==> src/rtl/button_debounce_if.sv <==
// Button bundle between the raw pins and the display controller.
// There is no valid/ready handshake. btn_in is sampled on every clk edge.
// Each output is a registered per-cycle flag, and the consumer samples it every cycle.
interface button_debounce_if #(
    parameter int N = 3
);
    logic [N-1:0] btn_in;
    logic [N-1:0] btn_level;
    logic [N-1:0] btn_press;
    logic [N-1:0] btn_release;
    logic [N-1:0] btn_long;

    // Driver of the raw pins / consumer of the conditioned outputs
    modport master (
        output btn_in,
        input  btn_level,
        input  btn_press,
        input  btn_release,
        input  btn_long
    );

    // The debouncer itself
    modport slave (
        input  btn_in,
        output btn_level,
        output btn_press,
        output btn_release,
        output btn_long
    );
endinterface

==> src/rtl/button_debounce.sv <==
// Multi-channel push-button conditioner.
// Each channel runs a two-flop synchroniser and then a stable-count debounce filter.
// From the clean level it derives press, release and long-press pulses, all registered.
module button_debounce #(
    parameter int N             = 3,
    parameter int STABLE_CYCLES = 4,
    parameter int LONG_CYCLES   = 16
) (
    input  logic            clk,
    input  logic            rst,
    button_debounce_if.slave bus
);
    localparam int CW = $clog2(STABLE_CYCLES + 1);
    localparam int HW = $clog2(LONG_CYCLES + 1);

    localparam logic [CW-1:0] CNT_LAST = CW'(STABLE_CYCLES - 1);
    localparam logic [HW-1:0] HOLD_MAX = HW'(LONG_CYCLES);
    localparam logic [HW-1:0] HOLD_PRE = HW'(LONG_CYCLES - 1);

    logic [N-1:0]  sync1;
    logic [N-1:0]  sync2;
    logic [N-1:0]  level;
    logic [N-1:0]  press_q;
    logic [N-1:0]  rel_q;
    logic [N-1:0]  long_q;
    logic [N-1:0]  fire;
    logic [CW-1:0] cnt  [N];
    logic [HW-1:0] hold [N];

    // Flag the edge on which a channel's debounced level flips (press or release)
    always_comb begin
        fire = '0;
        for (int i = 0; i < N; i++) begin
            fire[i] = (sync2[i] != level[i]) && (cnt[i] == CNT_LAST);
        end
    end

    // Synchronise the raw pins and run the stable-count filter that owns btn_level and press/release
    always_ff @(posedge clk or posedge rst) begin
        if (rst) begin
            sync1   <= '0;
            sync2   <= '0;
            level   <= '0;
            press_q <= '0;
            rel_q   <= '0;
            for (int i = 0; i < N; i++) begin
                cnt[i] <= '0;
            end
        end else begin
            sync1   <= bus.btn_in;
            sync2   <= sync1;
            press_q <= '0;
            rel_q   <= '0;
            for (int i = 0; i < N; i++) begin
                if (sync2[i] == level[i]) begin
                    // A glitch back to the current level restarts the count
                    cnt[i] <= '0;
                end else if (fire[i]) begin
                    level[i]   <= sync2[i];
                    cnt[i]     <= '0;
                    press_q[i] <= sync2[i];
                    rel_q[i]   <= ~sync2[i];
                end else begin
                    cnt[i] <= cnt[i] + 1'b1;
                end
            end
        end
    end

    // Time how long the level stays high and emit one long-press pulse per press
    always_ff @(posedge clk or posedge rst) begin
        if (rst) begin
            long_q <= '0;
            for (int i = 0; i < N; i++) begin
                hold[i] <= '0;
            end
        end else begin
            long_q <= '0;
            for (int i = 0; i < N; i++) begin
                // fire while high is a release edge: it clears hold and suppresses long
                if (!level[i] || fire[i]) begin
                    hold[i] <= '0;
                end else if (hold[i] != HOLD_MAX) begin
                    hold[i]   <= hold[i] + 1'b1;
                    long_q[i] <= (hold[i] == HOLD_PRE);
                end
            end
        end
    end

    assign bus.btn_level   = level;
    assign bus.btn_press   = press_q;
    assign bus.btn_release = rel_q;
    assign bus.btn_long    = long_q;
endmodule
==> src/flat_wrapper.sv <==
// flat-port wrapper written by rule: the top's interface ports become plain ports
module button_debounce_flat 
#(
    parameter int N             = 3,
    parameter int STABLE_CYCLES = 4,
    parameter int LONG_CYCLES   = 16
)
  (clk, rst, bus_btn_in, bus_btn_level, bus_btn_press, bus_btn_release, bus_btn_long);
  button_debounce_if #(.N(N)) bus_i ();
  input  logic clk;
  input  logic rst;
  input wire logic [$bits(bus_i.btn_in)-1:0] bus_btn_in;
  output wire logic [$bits(bus_i.btn_level)-1:0] bus_btn_level;
  output wire logic [$bits(bus_i.btn_press)-1:0] bus_btn_press;
  output wire logic [$bits(bus_i.btn_release)-1:0] bus_btn_release;
  output wire logic [$bits(bus_i.btn_long)-1:0] bus_btn_long;
  assign bus_i.btn_in = bus_btn_in;
  assign bus_btn_level = bus_i.btn_level;
  assign bus_btn_press = bus_i.btn_press;
  assign bus_btn_release = bus_i.btn_release;
  assign bus_btn_long = bus_i.btn_long;
  button_debounce #(.N(N), .STABLE_CYCLES(STABLE_CYCLES), .LONG_CYCLES(LONG_CYCLES)) u_core (.clk(clk), .rst(rst), .bus(bus_i));
endmodule
==> config.mk <==
export PLATFORM = sky130hd
export DESIGN_NAME = button_debounce_flat
export DESIGN_NICKNAME = d
export VERILOG_FILES = /design/src/rtl/button_debounce_if.sv /design/src/rtl/button_debounce.sv /design/src/flat_wrapper.sv
export SDC_FILE = /design/constraint.sdc
export NUM_CORES = 1
export LEC_CHECK = 0
export BUFFER_PORTS_ARGS = -buffer_cell sky130_fd_sc_hd__buf_2
export CAP_MARGIN = 5
export CORE_UTILIZATION = 40
export DETAILED_ROUTE_END_ITERATION = 8
export MAX_ROUTING_LAYER = met4
export PLACE_DENSITY = 0.68
export SLEW_MARGIN = 5
export SYNTH_ARGS = -nofsm -noshare
export SYNTH_HDL_FRONTEND = slang
export SYNTH_SLANG_ARGS = --single-unit
==> constraint.sdc <==
create_clock -name clk -period 3.46 [get_ports clk]
set_input_delay 0.173 -clock clk [delete_from_list [all_inputs] [get_ports clk]]
set_output_delay 0.173 -clock clk [all_outputs]
set_load 0.02 [all_outputs]
# [Yosys cells after proc, flatten, opt, wreduce, memory -nomap -nowiden]
# Index checks and enable logic that the tools add are counted.
[totals] reg_bits=42 in_bits=5 out_inout_bits=12 wordCells=86
[classes] addsub=6 eq_ne=15 mux=30 bitwise=6 reduce_logical=15
[ops] operator="$mux W5" n=6
[ops] operator="$mux W1" n=18
[ops] operator="$mux W3" n=6
[ops] operator="$add A5 B1 Y5 const B" n=3
[ops] operator="$eq A5 B4 Y1 const B" n=3
[ops] operator="$ne A5 B5 Y1 const B" n=3
[ops] operator="$add A3 B1 Y3 const B" n=3
[ops] operator="$eq A3 B2 Y1 const B" n=3
[ops] operator="$not A1 Y1" n=6
[ops] operator="$reduce_and A2 Y1" n=3
[ops] operator="$reduce_bool A2 Y1" n=3
[ops] operator="$eq A1 B1 Y1" n=3
[ops] operator="$logic_and A1 B1 Y1" n=3
[ops] operator="$logic_not A1 Y1" n=3
[ops] operator="$logic_or A1 B1 Y1" n=3
[ops] operator="$ne A1 B1 Y1" n=3

# [Longest topological paths before layout]
# Gate-level depths: netlist of run 1.
[logic_depth] ltp_word=4 ltp_mapped=5 ltp_nobuf=5

# [Worst setup path before layout of run 1]
# Ideal clock, no wire load.
[synth_path] path_type="register to register" startpoint="register u_core.hold[10] (netlist name)" endpoint="register u_core.hold[14] (netlist name)" setup_time_ns=0.137 arrival_ns=1.091 required_time_ns=3.323 setup_slack_ns=2.232 stages_incl_launch_ff=5 path_buffers=0 period_less_slack_ns=1.228 cell_sequence="dfrtp_1 ha_1 and3_2 ha_1 a21oi_1"
[synth_between] elab_chain_len=3 word_cells_on_any_way=5 classes_between="add/sub: 1; eq/ne: 1; mux: 2; reduce/logical: 1"
[synth_lines] item="from (decl)" line_no="button_debounce.sv:28" text="logic [HW-1:0] hold [N];"
[synth_lines] item="from (signal, indexed assignment)" line_no="button_debounce.sv:84" text="hold[i] <= hold[i] + 1'b1;"
[synth_lines] item="$add A5 B1 Y5" line_no="button_debounce.sv:84"
[synth_lines] item="$mux W5" line_no="button_debounce.sv:83" text="end else if (hold[i] != HOLD_MAX) begin"
[synth_lines] item="$mux W5" line_no="button_debounce.sv:81" text="if (!level[i] || fire[i]) begin"
# Several ways; a longest one is shown, not always the timed one. The select of a mux whose other input is x is not followed.
# A chain may end at the register's enable or synchronous reset.

# [Worst setup path in the final report of run 1]
[layout_path] startpoint="register u_core.hold[10] (netlist name)" endpoint="register u_core.hold[11] (netlist name)"
# The elaborated chain is that of the path after synthesis.

==> results of run 1 <==
-- sequential cells by signal, summed over array words and instances (netlist names) --
signal and cells:
u_core.bus.btn_press 3, u_core.bus.btn_level 3, u_core.bus.btn_release 3, u_core.bus.btn_long 3
u_core.hold 15, u_core.cnt 9, u_core.sync1 3, u_core.sync2 3
-- how the worst max path moves through the flow --
| stage | from | end | slack [ns] | cells past startpoint |
|---|---|---|---|---|
| after floorplan | u_core.hold[10] | u_core.hold[14] | 2.23 | 4 |
| after global placement | u_core.hold[5] | u_core.hold[6] | 2.20 | 5 |
| after detailed placement | u_core.cnt[0] | u_core.hold[2] | 2.14 | 4 |
| after CTS | u_core.hold[10] | u_core.hold[11] | 2.12 | 5 |
| after global routing | u_core.cnt[0] | u_core.hold[2] | 2.01 | 4 |
| final | u_core.hold[10] | u_core.hold[11] | 2.12 | 5 |
-- synth_stat cells, drive strengths merged --
library cell / n
a21oi: 3
and3: 3
and4bb: 3
dfrtp: 42
ha: 12
inv: 15
mux2: 2
mux2i: 3
nand2b: 4
nand3: 3
nor2: 9
nor2b: 3
nor3: 5
nor3b: 13
o21ai: 3
xnor2: 9
xor2: 3
-- cells by family after synthesis --
| kind of cell | after synthesis |
|---|---|
| AND/OR/NAND/NOR | 43 |
| flip-flops | 42 |
| buffers and inverters | 15 |
| XOR/XNOR | 12 |
| adder cells (fa/ha/maj) | 12 |
| AO/OA/AOI/OAI | 6 |
| multiplexers | 5 |
-- power groups by stage --
stage	clock network, mW	logic (mW)	registers (mW)
6_report	0.390	0.349	0.655
5_1_grt	0.421	0.405	0.671
4_1_cts	0.405	0.353	0.657
3_5_place_dp	0	0.347	0.666
3_3_place_gp	0	0.320	0.657
2_1_floorplan	0	0.234	0.677
-- layout make-up --
type	instances	area share [%]
sequential	42	51.2
multi-input combinational	78	31.4
timing repair buffer	21	6.21
clock buffer	6	4.02
tap	50	3.05
inverter	15	2.74
clock inverter	1	1.46
-- routing by layer --
layer / GRT usage, % / vias up / share of wire, %
li1: - / 499 / -
met1: 15.0 / 496 / 44
met3: 5.50 / 7 / 4.5
met2: 22.9 / 21 / 49
met5: - / - / 0
met4: 8.07 / 0 / 2.4
-- worst reg2reg max path: stages, from the launching register on --
cell and delay, ns:
dfrtp_1 0.40, inv_1 0.10, ha_1 0.16, and4bb_4 0.28, mux2i_1 0.19, nor2_1 0.06
==> metrics.yaml, run 1 <==
worst_setup_path:
  path_buf_inv: 1
  cp_data_arrival_time_ns: 1.50
  cp_slowest_cell: "dfrtp_1"
  critPathLaunchType: "register"
  crit_path_end_kind: "register"
  reg2reg_from: "u_core.hold[10]"
  worstPathCellList: "inv_1, ha_1, and4bb_4, mux2i_1, nor2_1"
  critPathRequiredTime_ns: 3.62
  critical-path-top-delay-family: "flip-flops"
  max_stage_delay_ns: 0.40
  r2r_cells: 5
  crit_fanout: 5
  crit_type: "register to register"
  reg2reg_slack_ns: 2.12
  reg2reg_to: "u_core.hold[11]"
min_path:
  hold_start: "u_core.sync1[1]"
  min_to: "u_core.sync2[1]"
  holdPathStages: 0
  hold_path_class: "register to register"
final_layout:
  drive_gt1_share_pct: 20.2
  final_area_mm2: 0.00205
  utilization_pct: 49.9
  multi_input_area_um2: 644
  final_common_cell: "dfrtp_1"
  fill_cells: 345
  nNetsFinal: 180
  seq_area_mm2: 0.00105
  area_delta_synth_final_pct: 17.3
  instances_no_fill: 213
  insertedDiodeCount: 0
  final_cell_mix: "dfrtp_1, buf_2, inv_1"
global_routing:
  grt_first_pass_wirelength_um: 4510
  grt_start_max_net_pins: 29
  overflow: 0
  grt_use_total_pct: 14.3
  antenna_found_initial: 0
  grt_pass1_vias: 1050
floorplan:
  die_w_um: 68.2
  initial_core_util_pct: 42.6
  fp-row-count: 23
  coreArea_mm2: 0.00412
  dieArea_mm2: 0.00465
  pin_count: 17
  die_h_um: 68.2
placement:
  postPlaceCellArea_mm2: 0.00190
  gp_congestion: 0.747
  portBuffers: 16
  dp_cells: 202
  pre_cts_ws_ns: 2.14
  dp_hpwl_um: 1850
sta:
  slew_headroom_pct: 62.7
  setup_viol: 0
  setup_slack_ns: 2.12
  tightest_slew_ns: 0.560
  final.min_clock_period_ns: 1.34
  fin_skew_ns: 0.00679
  finalMaxSlewViolations: 0
  fin_setup_tns_ns: 0
  post-route-period-util_pct: 38.7
  holdWs_ns: 0.346
  finalHoldViolCount: 0
  max_freq_ghz: 0.746
  grt_setup_unrepaired: "false"
run_status:
  outcome: "finished clean"
cts:
  cts_sinks: 42
  cts_tree: "yes"
  clock_latency_ns: 0.29
  cts_resized: 0
  postCtsSetupRepairBufs: 0
  cts-htree-levels: 2
  cts_max_path_buffers: 2
  clkTransAtPathRegs_ns: 0.08
  root_buffer: "clkbuf_8"
  cts_hold_repair.buffers: 4
  cts_buffers: 5
logic_synthesis:
  synth_cell_types: 19
  ys_warn_count: 0
  synthSimpleGateAreaFrac_pct: 17.5
  synth_area_mm2: 0.00175
  synth_fa_ha_area_share_pct: 8.57
  synth_nets: 152
  synth_compound_area_share_pct: 1.71
  yosysTopAreaCell: "dfrtp_1"
  ys_seq_area_share_pct: 60.0
  synth_area_per_cell_um2: 13.0
  netlist_instances: 135
  synth_top_family_by_area: "simple AND/OR/NAND/NOR gates"
  synth_top_area_share_pct: 60.0
  synth_mux_area_share_pct: 3.00
  ys_ff_latch: 42
  synth_area_leaders: "dfrtp_1, ha_1, nor3b_1, xnor2_1, inv_1"
  synth-xor-area-share_pct: 6.00
power_and_ir_drop:
  cellPowerDensity_mw_per_mm2: 678
  p_leak_nw: 0.977
  power_frac_seq_pct: 47.0
  p_int_mw: 0.964
  peakVddDrop_v: 0.000266
  clkPwrFrac_pct: 28.0
  total_power_mw: 1.39
  p_switching_mw: 0.430
  swShare_pct: 30.9
  power_frac_comb_pct: 25.0
detailed_routing:
  avgViaCountPerCell: 4.80
  post_drt_wl_per_cell_um: 12.1
  wirelength_um: 2580
  vias: 1023
  drt_pre_antenna_iters: 4
  postRouteAntennaNets: 0
  drc: 0
  drt_iter0_drc: 48
flow_run:
  maxCapViolCount: 0
No activity file was read; power rests on OpenSTA's default activity.
==> run 2: changes to the inputs <==
--- a/config.mk
+++ b/config.mk
@@ -5,12 +5,13 @@
 export SDC_FILE = /design/constraint.sdc
 export NUM_CORES = 1
 export LEC_CHECK = 0
+export ABC_AREA = 1
 export BUFFER_PORTS_ARGS = -buffer_cell sky130_fd_sc_hd__buf_2
 export CAP_MARGIN = 5
 export CORE_UTILIZATION = 40
 export DETAILED_ROUTE_END_ITERATION = 8
 export MAX_ROUTING_LAYER = met4
-export PLACE_DENSITY = 0.68
+export PLACE_DENSITY = 0.67
 export SLEW_MARGIN = 5
 export SYNTH_ARGS = -nofsm -noshare
 export SYNTH_HDL_FRONTEND = slang
==> constraint.sdc (replaced) <==
create_clock -name clk -period 1.3 [get_ports clk]
set_input_delay 0.065 -clock clk [delete_from_list [all_inputs] [get_ports clk]]
set_output_delay 0.065 -clock clk [all_outputs]
set_load 0.02 [all_outputs]
==> run 2 against run 1 <==
Sequential share of layout area is 2.8 points lower; core utilization down 0.35 points; total power rose to 2.6 times the previous value; largest cell class unchanged; fmax up 11%; die area grew 5.1%; non-clock buffer count increased by 4.
==> metrics.yaml, run 2 <==
detailed_routing:
  drt_iter0_drc: 36
  post_drt_wl_per_cell_um: 10.1
  wirelength_um: 2800
  drt_pre_antenna_iters: 4
  vias: 1277
  postRouteAntennaNets: 0
  avgViaCountPerCell: 4.59
  drc: 0
final_layout:
  insertedDiodeCount: 0
  utilization_pct: 49.6
  largest_reg_flops: 15
  fill_cells: 419
  area_delta_synth_final_pct: 17.8
  nNetsFinal: 242
  final_area_mm2: 0.00217
  multi_input_area_um2: 692
  reg_top3: "u_core.hold (15), u_core.cnt (9)"
  final_cell_mix: "dfrtp_1, nand2_1, inv_1"
  final_common_cell: "dfrtp_1"
  drive_gt1_share_pct: 25.7
  regMostFlops: "u_core.hold"
  seq_area_mm2: 0.00105
power_and_ir_drop:
  swShare_pct: 33.8
  peakVddDrop_v: 0.000790
  power_frac_seq_pct: 48.1
  cellPowerDensity_mw_per_mm2: 1660
  p_int_mw: 2.38
  clkPwrFrac_pct: 23.5
  p_switching_mw: 1.21
  power_frac_comb_pct: 28.3
  p_leak_nw: 1.12
cts:
  cts_tree: "yes"
  cts_sinks: 42
  clock_latency_ns: 0.29
  clkTransAtPathRegs_ns: 0.08
  root_buffer: "clkbuf_8"
  cts-htree-levels: 2
  cts_buffers: 5
  cts_max_path_buffers: 2
logic_synthesis:
  synth_nets: 210
  netlist_instances: 193
  synth_most_common_cell: "dfrtp_1"
  synth_top_area_share_pct: 57.0
  yosysTopAreaCell: "dfrtp_1"
  synth_cell_types: 20
  ys.flop_type: "dfrtp_1"
  synth_area_per_cell_um2: 9.56
  synth_edf_count: 0
  synth_area_leaders: "dfrtp_1, ha_1, nand2_1, inv_1, nor2_1"
  synth_area_mm2: 0.00184
  ys_warn_count: 0
  ys_ff_latch: 42
  ys_async_sr_fraction_pct: 100
  synth_common_cells: "dfrtp_1, nand2_1, inv_1"
  ys_seq_area_share_pct: 57.0
sta:
  fin_skew_ns: 0.00664
  max_freq_ghz: 0.826
  tightest_slew_ns: 0.526
  finalMaxSlewViolations: 0
  finalHoldViolCount: 0
  final.min_clock_period_ns: 1.21
  setup_viol: 0
  post-route-period-util_pct: 93.1
  fin_setup_tns_ns: 0
  slew_headroom_pct: 64.9
global_routing:
  grt_use_total_pct: 13.6
  grt_start_max_net_pins: 43
  grt_pass1_vias: 1179
  grt_first_pass_wirelength_um: 4970
  overflow: 0
  antenna_found_initial: 0
floorplan:
  die_h_um: 69.9
  initial_core_util_pct: 42.1
  fp-row-count: 24
  dieArea_mm2: 0.00489
  coreArea_mm2: 0.00438
  pin_count: 17
  die_w_um: 69.9
worst_setup_path:
  crit_fanout: 5
  critPathRequiredTime_ns: 1.52
  cp_data_arrival_time_ns: 1.44
  worstPathCellList: "ha_2, nand2_1, nor2_2, ha_1, a21oi_2"
  critPathLaunchType: "register"
  cp_slowest_cell: "dfrtp_1"
  crit_type: "register to register"
  path_buf_inv: 0
  max_stage_delay_ns: 0.43
  crit_path_end_kind: "register"
  critical-path-top-delay-family: "adder cells"
flow_run:
  maxCapViolCount: 0
placement:
  dp_hpwl_um: 1930
  portBuffers: 16
  gp_congestion: 0.784
  postPlaceCellArea_mm2: 0.00200
min_path:
  hold_path_class: "register to register"
run_status:
  outcome: "finished clean"
## run 2: cell count changes after synthesis, moves of 4 or more
cell / before / now
inv_2: 0 / 4
nand2_1: 0 / 35
nor2_2: 0 / 7
nand3_1: 3 / 14
nand2_2: 0 / 7
xnor2_1: 9 / 1
nor3b_1: 13 / 0
nor2_1: 9 / 25
inv_1: 15 / 27
nor3_1: 5 / 1
## run 2: kinds of logic (layout without fill, tap and decap cells)
logic type                 Yosys count  count (layout)  synth area share, %
and+or+nand+nor                     97              97                 24.8
xor gates and xnor gates             1               1                0.475
DFF                                 42              42                 57.0
buffers and inverters               31              64                 6.31
adders and majority gates           12              12                 8.14
AOI/OAI and AO/OA                   10              10                 3.32
## run 2: repair_timing
item,4_1_cts,5_1_grt
resized for setup,0,5
setup buffers,0,4
setup endpoints to repair,0,3
hold buffers,4,0
hold endpoints to repair,45,0
## run 2: per-stage QoR
stage          hold WS [ns]  cells  setup WS (ns)  total power, mW
5_1_grt               0.359    278       -0.00680             3.91
4_1_cts               0.355    274         0.0761             3.55
3_3_place_gp          0.174    262          0.125             2.66
2_1_floorplan        0.0964    193          0.151             2.46
6_report              0.352    278         0.0891             3.60
3_5_place_dp          0.174    262         0.0968             2.68
## run 2: final timing paths
| path | startpoint | to | slack, ns | depth (start not counted) |
|---|---|---|---|---|
| min in group asynchronous | rst | u_core.bus.btn_long[2] | 0.44 | 4 |
| max in group asynchronous | rst | u_core.cnt[3] | 0.50 | 4 |
| max reg2reg | u_core.hold[1] | u_core.hold[4] | 0.09 | 5 |
| max | u_core.hold[1] | u_core.hold[4] | 0.09 | 5 |
| min | u_core.sync1[1] | u_core.sync2[1] | 0.35 | 0 |
| min reg2reg | u_core.sync1[1] | u_core.sync2[1] | 0.35 | 0 |
## run 2: cell type report
class | instances | area share, %
clock inverter | 1 | 0.230
tap | 52 | 2.99
multi-input combinational | 120 | 31.8
inverter | 31 | 5.35
sequential | 42 | 48.4
clock buffer | 7 | 3.97
timing repair buffer | 25 | 7.25
## run 2: power by group through the flow
stage	Sequential, mW	Clock, mW	Combinational, mW
floorplan	1.80	0	0.660
global placement	1.75	0	0.905
detailed placement	1.76	0	0.921
CTS	1.73	0.889	0.933
global route	1.77	0.948	1.19
finish	1.73	0.847	1.02
## run 2: per-layer routing
layer  vias to the layer above  track usage (%)  share of wire (%)
li1                        656                -                  -
met1                       587             16.8                 46
met2                        25             20.1                 47
met3                         9             4.33                4.2
met4                         0             7.11                2.2
met5                         -                -                  0
==> run 3: changes to the inputs <==
--- a/config.mk
+++ b/config.mk
@@ -8,6 +8,7 @@
 export ABC_AREA = 1
 export BUFFER_PORTS_ARGS = -buffer_cell sky130_fd_sc_hd__buf_2
 export CAP_MARGIN = 5
+export CORE_MARGIN = 1.5
 export CORE_UTILIZATION = 40
 export DETAILED_ROUTE_END_ITERATION = 8
 export MAX_ROUTING_LAYER = met4
==> run 3 against run 2 <==
Via count is 1.4% lower; wire length is 2.1% lower; total power is 2.5% lower; flip-flop and latch count stayed put; final cell count is 1.1% lower; combinational power is 9% lower; core utilization is 0.31 points lower; global-route usage is 1.2 points lower; critical path type unchanged; first-iteration DRC count is 50% higher.
==> metrics.yaml, run 3 (synthesis results as in run 2) <==
run_status:
  outcome: "finished clean"
detailed_routing:
  vias: 1259
  post_drt_wl_per_cell_um: 9.97
  wirelength_um: 2740
  avgViaCountPerCell: 4.58
  drt_pre_antenna_iters: 4
  postRouteAntennaNets: 0
  drt_iter0_drc: 54
  drc: 0
sta:
  setup_viol: 0
  tightest_slew_ns: 0.241
  slew_headroom_pct: 83.9
  final.min_clock_period_ns: 1.21
  finalMaxSlewViolations: 0
  post-route-period-util_pct: 92.9
  finalHoldViolCount: 0
  fin_skew_ns: 0.00527
  grt_setup_unrepaired: "true"
  setup_slack_ns: 0.0926
  holdWs_ns: 0.351
  max_freq_ghz: 0.828
worst_setup_path:
  critPathRequiredTime_ns: 1.51
  crit_fanout: 4
  crit_type: "register to register"
  critPathLaunchType: "register"
  crit_path_end_kind: "register"
  cp_data_arrival_time_ns: 1.42
floorplan:
  dieArea_mm2: 0.00503
  initial_core_util_pct: 42.1
  die_w_um: 70.9
  coreArea_mm2: 0.00438
  pin_count: 17
  die_h_um: 70.9
  fp-row-count: 24
global_routing:
  antenna_found_initial: 0
  grt_first_pass_wirelength_um: 4750
  grt_use_total_pct: 12.4
  overflow: 0
  grt_pass1_vias: 1163
  grt_start_max_net_pins: 43
cts:
  clkTransAtPathRegs_ns: 0.08
  cts_buffers: 5
  cts_max_path_buffers: 2
  clock_latency_ns: 0.28
  cts-htree-levels: 2
  cts_sinks: 42
  cts_tree: "yes"
  root_buffer: "clkbuf_8"
placement:
  pre_cts_ws_ns: 0.0788
  dp_hpwl_um: 1930
  gp_congestion: 0.823
  portBuffers: 16
final_layout:
  insertedDiodeCount: 0
  final_cell_mix: "dfrtp_1, nand2_1, inv_1"
  reg_top3: "u_core.hold (15), u_core.cnt (9)"
  regMostFlops: "u_core.hold"
  seq_area_mm2: 0.00105
  largest_reg_flops: 15
  final_common_cell: "dfrtp_1"
  drive_gt1_share_pct: 24.2
  fill_cells: 419
  multi_input_area_um2: 688
  nNetsFinal: 239
  area_delta_synth_final_pct: 17.1
min_path:
  hold_path_class: "register to register"
power_and_ir_drop:
  cellPowerDensity_mw_per_mm2: 1620
  p_leak_nw: 1.11
  peakVddDrop_v: 0.000924
flow_run:
  maxCapViolCount: 0
## run 3: area by class of cell
type                            count  area share (%)
Timing Repair Buffer               22            6.84
Sequential cell                    42            48.7
Clock inverter                      1           0.232
Multi-Input combinational cell    120            31.9
Inverter                           31            5.39
Clock buffer                        7            4.00
Tap cell                           52            3.01
## run 3: critical path: stages, from the launching register on
cell     delay [ns]
dfrtp_1        0.42
ha_1           0.22
nand2_1        0.08
nor2_1         0.05
ha_1           0.26
a21oi_1        0.11
## run 3: timing repair
item | in CTS | in global routing
hold buffers | 4 | 0
hold endpoints to repair | 45 | 0
resized for setup | 0 | 4
setup endpoints to repair | 0 | 3
setup buffers | 0 | 1
## run 3: report_power, final
group	internal, mW	switching (mW)
clock	0.428	0.415
sequential	1.53	0.204
combinational	0.363	0.567
## run 3: metrics by stage
stage	power, mW	setup TNS [ns]	cells	instance area [um2]	utilization [%]
after floorplan	2.46	0	193	1840	-
after global placement	2.65	0	262	2010	45.8
after detailed placement	2.69	0	262	2010	45.8
after CTS	3.55	0	274	2140	48.8
after global routing	3.78	-0.00517	275	2160	49.3
final	3.51	0	275	2160	49.3
## run 3: worst paths after layout
| path | start | to | slack, ns | cells after the start |
|---|---|---|---|---|
| worst max register to register | u_core.hold[5] | u_core.hold[9] | 0.09 | 5 |
| min in group asynchronous | rst | u_core.hold[5] | 0.39 | 4 |
| worst min-delay path | u_core.sync1[1] | u_core.sync2[1] | 0.35 | 0 |
| worst max-delay path | u_core.hold[5] | u_core.hold[9] | 0.09 | 5 |
| worst min register to register | u_core.sync1[1] | u_core.sync2[1] | 0.35 | 0 |
| max in group asynchronous | rst | u_core.hold[1] | 0.71 | 4 |
## run 3: routing by layer
metal | up-vias | share of wire [%] | GRT usage (%)
li1 | 652 | - | -
met2 | 25 | 47 | 20.4
met4 | 0 | 1.2 | 5.66
met3 | 2 | 3.1 | 3.42
met5 | - | 0 | -
met1 | 580 | 48 | 14.2
